===== config.mk =====
export PLATFORM = sky130hd
export DESIGN_NAME = hazard_fwd_unit
export DESIGN_NICKNAME = d
export VERILOG_FILES = /design/src/rtl/hazard_fwd_unit.sv
export SDC_FILE = /design/constraint.sdc
export NUM_CORES = 1
export LEC_CHECK = 0
export ABC_AREA = 1
export CAP_MARGIN = 40
export CORE_ASPECT_RATIO = 1.75
export CORE_MARGIN = 2
export CORE_UTILIZATION = 43
export CTS_BUF_LIST = sky130_fd_sc_hd__clkbuf_16
export DETAILED_ROUTE_END_ITERATION = 8
export PLACE_DENSITY = 0.89
export SYNTH_ARGS = -nofsm -noshare
export SYNTH_HDL_FRONTEND = slang
export SYNTH_SLANG_ARGS = --single-unit

===== constraint.sdc =====
create_clock -name clk -period 3.7 [get_ports clk]
set_clock_uncertainty 0.15 [all_clocks]
set_input_delay 0.74 -clock clk [delete_from_list [all_inputs] [get_ports clk]]
set_output_delay 0.74 -clock clk [all_outputs]
set_load 0.01 [all_outputs]

===== src/rtl/hazard_fwd_unit.sv =====
// RAW-hazard resolution at ID: per-source operand forwarding (EX > MEM > WB),
// load-use stall FSM holding the front end LOAD_LAT cycles, and a saturating stall counter.
module hazard_fwd_unit #(
  parameter int XLEN     = 32,
  parameter int RAW      = 5,
  parameter int NUM_SRC  = 2,
  parameter int LOAD_LAT = 1,
  parameter int CNT_W    = 16
) (
  input  logic                    clk,
  input  logic                    rst,
  input  logic [NUM_SRC*RAW-1:0]  id_rs,
  input  logic [NUM_SRC-1:0]      id_src_used,
  input  logic                    ex_we,
  input  logic [RAW-1:0]          ex_rd,
  input  logic                    ex_is_load,
  input  logic [XLEN-1:0]         ex_data,
  input  logic                    mem_we,
  input  logic [RAW-1:0]          mem_rd,
  input  logic [XLEN-1:0]         mem_data,
  input  logic                    wb_we,
  input  logic [RAW-1:0]          wb_rd,
  input  logic [XLEN-1:0]         wb_data,
  input  logic                    flush,
  output logic [NUM_SRC-1:0]      fwd_hit,
  output logic [NUM_SRC*XLEN-1:0] fwd_data,
  output logic                    stall,
  output logic                    bubble,
  output logic [CNT_W-1:0]        stall_cnt
);

  typedef enum logic {IDLE = 1'b0, WAIT = 1'b1} state_e;

  localparam logic [3:0]       REM_INIT = 4'(LOAD_LAT - 1);
  localparam logic [CNT_W-1:0] CNT_MAX  = '1;

  state_e             state_q, state_d;
  logic [3:0]         rem_q, rem_d;
  logic [CNT_W-1:0]   cnt_q, cnt_d;
  logic [NUM_SRC-1:0] ex_m, mem_m, wb_m;
  logic               ld_hz;

  always_comb begin
    ex_m     = '0;
    mem_m    = '0;
    wb_m     = '0;
    fwd_hit  = '0;
    fwd_data = '0;
    for (int i = 0; i < NUM_SRC; i++) begin
      ex_m[i]  = id_src_used[i] && ex_we  && (ex_rd  == id_rs[i*RAW +: RAW]) && (ex_rd  != '0);
      mem_m[i] = id_src_used[i] && mem_we && (mem_rd == id_rs[i*RAW +: RAW]) && (mem_rd != '0);
      wb_m[i]  = id_src_used[i] && wb_we  && (wb_rd  == id_rs[i*RAW +: RAW]) && (wb_rd  != '0);
      // A load in EX has no data yet: fall through to older stages, the stall covers it.
      if (ex_m[i] && !ex_is_load) begin
        fwd_hit[i]                 = 1'b1;
        fwd_data[i*XLEN +: XLEN]   = ex_data;
      end else if (mem_m[i]) begin
        fwd_hit[i]                 = 1'b1;
        fwd_data[i*XLEN +: XLEN]   = mem_data;
      end else if (wb_m[i]) begin
        fwd_hit[i]                 = 1'b1;
        fwd_data[i*XLEN +: XLEN]   = wb_data;
      end
    end
  end

  assign ld_hz = ex_is_load && (|ex_m);

  always_ff @(posedge clk or posedge rst) begin
    if (rst) begin
      state_q <= IDLE;
      rem_q   <= '0;
      cnt_q   <= '0;
    end else begin
      state_q <= state_d;
      rem_q   <= rem_d;
      cnt_q   <= cnt_d;
    end
  end

  always_comb begin
    state_d = state_q;
    rem_d   = rem_q;
    case (state_q)
      IDLE: begin
        if (ld_hz && !flush && (LOAD_LAT > 1)) begin
          state_d = WAIT;
          rem_d   = REM_INIT;
        end
      end
      WAIT: begin
        if (flush || (rem_q == 4'd1)) begin
          state_d = IDLE;
          rem_d   = '0;
        end else begin
          rem_d   = rem_q - 4'd1;
        end
      end
      default: begin
        state_d = IDLE;
        rem_d   = '0;
      end
    endcase
  end

  // WAIT holds unconditionally since EX carries our own bubble; only a flush releases it.
  always_comb begin
    stall = 1'b0;
    if (!rst) begin
      case (state_q)
        IDLE:    stall = ld_hz && !flush;
        WAIT:    stall = !flush;
        default: stall = 1'b0;
      endcase
    end
  end

  assign bubble = stall;

  always_comb begin
    cnt_d = cnt_q;
    if (stall && (cnt_q != CNT_MAX)) cnt_d = cnt_q + CNT_W'(1);
  end

  assign stall_cnt = cnt_q;

endmodule


Word level (Yosys, flattened, before mapping):

Cells that the tools add are included.

* bitwise gates (word level): 1
* reductions and logical operators: 30
* equality and inequality tests: 8
* add/sub/neg operators: 2
* muxes and demuxes: 17

Operators by type and width (count)
* $mux 32: 6
* $eq 5x5->1: 6
* $logic_and 1x1->1: 23
* $add 16x1->16 const B: 1
* $ne 16x16->1 const B: 1
* $reduce_bool 5->1: 3
* $mux 1: 9
* $eq 4x1->1 const B: 1
* $mux 4: 1
* $sub 4x1->4 const B: 1
* $logic_not 1->1: 2
* $pmux 1 s2: 1
* $reduce_or 2->1: 1
* $logic_or 1x1->1: 1
* $not 1->1: 1

* input port bits: 130
* flip-flop bits (word level): 21

Depth between registers and ports, before layout:

* word-level depth: 9
* mapped depth: 14

Least setup slack after synthesis:

OpenSTA, ideal clock, no wires.

* kind: input to output
* start: input id_rs[4]
* end: output stall
* cell stages on the path: 10
* arrival time: 1.837 ns
* slack: 0.973 ns
* path buffers: 1
* cells stage by stage: inv_1 > nand2_1 > nand2_1 > nand2_1 > nor2_1 > nand2_1 > nand2_1 > nand2_1 > a21boi_0 > buf_4

* cells in the longest elaborated chain, start to end: 8

Ends and longest elaborated chain
* start, declared: line 12 `input logic [NUM_SRC*RAW-1:0] id_rs,`
* $eq 5x5->1: line 50 `ex_m[i] = id_src_used[i] && ex_we && (ex_rd == id_rs[i*RAW +: RAW]) && (ex_rd != '0);`
* $logic_and 1x1->1 (2 in a row): line 50
* $reduce_or 2->1: line 67 `assign ld_hz = ex_is_load && (|ex_m);`
* $logic_and 1x1->1: line 67
* $logic_and 1x1->1: line 111 `IDLE: stall = ld_hz && !flush;`
* $pmux 1 s2: line 110 `case (state_q)`
* $mux 1: line 109 `if (!rst) begin`
* end, declared: line 27 `output logic stall,`

Every way passes these cells.

Worst setup path after layout:

* start: input wb_rd[0]
* end: output fwd_data[16]

* cells in the longest elaborated chain, start to end: 6

Ends and longest elaborated chain
* start, declared: line 22 `input logic [RAW-1:0] wb_rd,`
* $eq 5x5->1: line 52 `wb_m[i] = id_src_used[i] && wb_we && (wb_rd == id_rs[i*RAW +: RAW]) && (wb_rd != '0);`
* $logic_and 1x1->1: line 52
* $logic_and 1x1->1 *: line 52
* $mux 32 *: line 60 `end else if (wb_m[i]) begin`
* $mux 32 *: line 57 `end else if (mem_m[i]) begin`
* $mux 32 *: line 54 `if (ex_m[i] && !ex_is_load) begin`
* end, declared: line 26 `output logic [NUM_SRC*XLEN-1:0] fwd_data,`

Every way passes the cells marked *; elsewhere a longest branch is shown, timed or not.

==> metrics.yaml <==
sta:
  final-setup-viol-count: 0
  setup_tns_ns: 0
  min_period_ns: 3.62
  rsz0062_at_grt: "true"
  finalMaxSlewViolations: 0
  fin_crit_sh: 0.980
  worst_pin_slew_ns: 0.843
  hold_viol: 0
  maxSlewHeadroom: 0.437
  max_freq_mhz: 276
logic_synthesis:
  synth.area.top_cells: "nand2_1 (31%), nand3_1 (15%), dfrtp_1 (14%)"
  async_reset_ff_frac: 1.00
  synth_cells: 679
  synth_top_area_cell: "nand2_1"
  synth_top_area_frac: 0.306
  syn-num-nets: 812
  yosysSeqAreaShare: 0.142
  yosys_warnings: 0
  synth_edf_count: 0
  synth_flop_cell: "dfrtp_1"
  syn_area_mm2: 0.00370
  synth_common_cells: "nand2_1 (301), nand3_1 (109), inv_1 (35), o211ai_1 (35), buf_2 (32)"
  syn_avg_cell_area_um2: 5.44
  synth_seq_cells: 21
  synth_cell_types: 35
  synth.most_common_cell: "nand2_1"
global_route:
  grt_max_degree: 38
  antenna_found_initial: 2
  track_usage: 0.362
  gr-total-overflow: 0
  grt_pass1_vias: 5270
  grt_pass1_wl_mm: 26.8
clock_tree:
  ctsRootBufferMaster: "clkbuf_16"
  holdBufCountCts: 0
  path_clk_slew_ns: 0.06
  cts_tree: "done"
  htree_levels: 1
  numClockSinks: 21
  cts_buffers: 3
  clock_path_buffers: 2
  clock_latency_ns: 0.26
status:
  outcome: "finished clean"
power:
  power_density_mw_per_mm2: 131
  power_uw: 843
  power_frac_clock: 0.280
  pwr-share-comb: 0.443
  p_sw_frac: 0.316
  p_int_uw: 576
  irDropWorstVdd_v: 0.000319
  p_sw_uw: 266
  seqPwrFrac: 0.277
  cellLeakagePower_uw: 0.00371
finish:
  fin_nets: 1032
  postLayoutCellArea_mm2: 0.00644
  final_cells: 1015
  drive_gt1_frac: 0.107
  area_growth_pct: 74.3
  fillers: 674
  fin_util: 0.775
drt:
  route.detailed.drc: 0
  ant_nets: 0
  drt-wirelength-per-cell_um: 17.8
  wl_mm: 18.1
  drt_first_iter_violations: 747
  viasPerCell: 5.71
  vias: 5800
  firstDrtPassIters: 6
setup_path:
  worstSetupStartpointType: "input pin"
  required_ns: 2.81
  worst-path-max-fanout: 15
  worst_ep_arrival_time_ns: 2.73
  path_class: "input pin to primary output"
  endpoint_kind: "primary output"
min_path:
  hp-class: "register to register"
die:
  die_area_mm2: 0.00938
  coreArea_mm2: 0.00831
  pin_count: 214
  dieHeight_um: 127
  initial_core_util: 0.445
  rows: 44
  die_x_um: 74.1
placement:
  dpl_cell_area_mm2: 0.00615
  port_buffers: 213
  dp_hpwl_mm: 13.6
  place_inst: 994
  place_congestion: 1.04
run:
  drv_cap: 0
-- cell families after synthesis --
kind of cell | Yosys count | share of synthesized area
XOR/XNOR | 19 | 0.0450
AND/OR/NAND/NOR | 503 | 0.610
flip-flops | 21 | 0.142
buffers and inverters | 84 | 0.0999
adder cells (fa/ha/maj) | 3 | 0.0102
AO/OA/AOI/OAI | 49 | 0.0928
-- metrics by stage --
step                      worst slack, ns  hold WS [ns]
after floorplan                     0.973         0.357
after global placement             -0.213         0.373
after detailed placement           -0.217         0.391
after CTS                         0.00103         0.403
after global routing              -0.0720         0.443
final                              0.0758         0.409
-- final cells by class --
type / instances / area [µm²] / share of cell area
multi-input combinational: 574 / 2890 / 0.448
clock buffer: 3 / 75.1 / 0.0117
clock inverter: 1 / 5.00 / 0.000777
timing repair buffer: 258 / 2650 / 0.411
sequential: 21 / 526 / 0.0816
tap: 115 / 144 / 0.0223
antenna: 2 / 5.00 / 0.000777
inverter: 41 / 154 / 0.0239
-- power groups by stage --
| stage | clock, µW | sequential [µW] | combinational (µW) |
|---|---|---|---|
| final | 236 | 233 | 374 |
| after global routing | 244 | 234 | 398 |
| after floorplan | 0 | 238 | 109 |
| after global placement | 0 | 238 | 357 |
| after detailed placement | 0 | 237 | 360 |
| after CTS | 236 | 233 | 353 |
-- what timing repair did --
item,CTS,global route
buffers inserted,5,6
resized for setup,79,32
endpoints found under the setup margin,68,39
pin swaps,4,9
cloned,1,3
-- state kept, by name (all words and copies together) (netlist names) --
signal / flops
rem_q: 4
stall_cnt: 16
state_q: 1
-- placed cells by master, fill, tap and decap left out, types with 2 or more instances in the layout --
cell type / synthesis / routed
o211ai_1: 35 / 35
ha_1: 3 / 3
dfrtp_1: 21 / 21
nor3_1: 6 / 4
inv_2: 6 / 10
a21oi_1: 4 / 3
o21ai_1: 2 / 2
nand2_1: 301 / 298
nor2_2: 2 / 3
buf_4: 1 / 27
inv_1: 35 / 31
nor3_2: 4 / 2
clkbuf_16: 0 / 6
nand2_2: 1 / 2
or2_2: 12 / 12
diode_2: 0 / 2
nand3_2: 1 / 2
nand4_1: 19 / 19
dlygate4sd2_1: 0 / 67
o22ai_1: 5 / 5
or2_1: 12 / 12
nand2_4: 1 / 3
xor2_1: 10 / 10
nor2_4: 2 / 4
xnor2_1: 9 / 9
clkdlybuf4s50_1: 0 / 129
clkdlybuf4s15_1: 0 / 5
buf_12: 0 / 12
buf_6: 1 / 2
nor2_1: 22 / 19
or2_0: 8 / 8
nand3_1: 109 / 108
nor3_4: 0 / 4
dlymetal6s2s_1: 0 / 12
-- worst max-delay path: stages --
cell	delay [ns]
clkdlybuf4s50_1	0.50
inv_2	0.07
o211ai_1	0.38
nor3_4	0.08
buf_4	0.14
buf_4	0.13
buf_12	0.14
nand3_1	0.07
nand2_1	0.06
nand3_1	0.09
nand2_1	0.05
dlygate4sd2_1	0.28
-- routing by layer --
metal | vias up | global-route usage | wire length [µm]
met2 | 397 | 0.637 | 9050
met1 | 2648 | 0.403 | 6210
li1 | 2665 | - | -
met4 | 0 | 0.197 | 1140
met3 | 90 | 0.0508 | 1660
met5 | - | 0 | 0
-- worst paths after layout --
check | startpoint | to | slack (ns) | cells past startpoint
setup / recovery | wb_rd[0] | fwd_data[16] | 0.08 | 12
hold / removal | state_q | rem_q[1] | 0.41 | 1
setup reg to reg | stall_cnt[0] | stall_cnt[9] | 1.51 | 9
hold reg to reg | state_q | rem_q[1] | 0.41 | 1
max in group asynchronous | rst | stall_cnt[0] | 2.04 | 2
min in group asynchronous | rst | stall_cnt[1] | 0.84 | 2
Note: power is estimated with default switching activity, not from simulation.
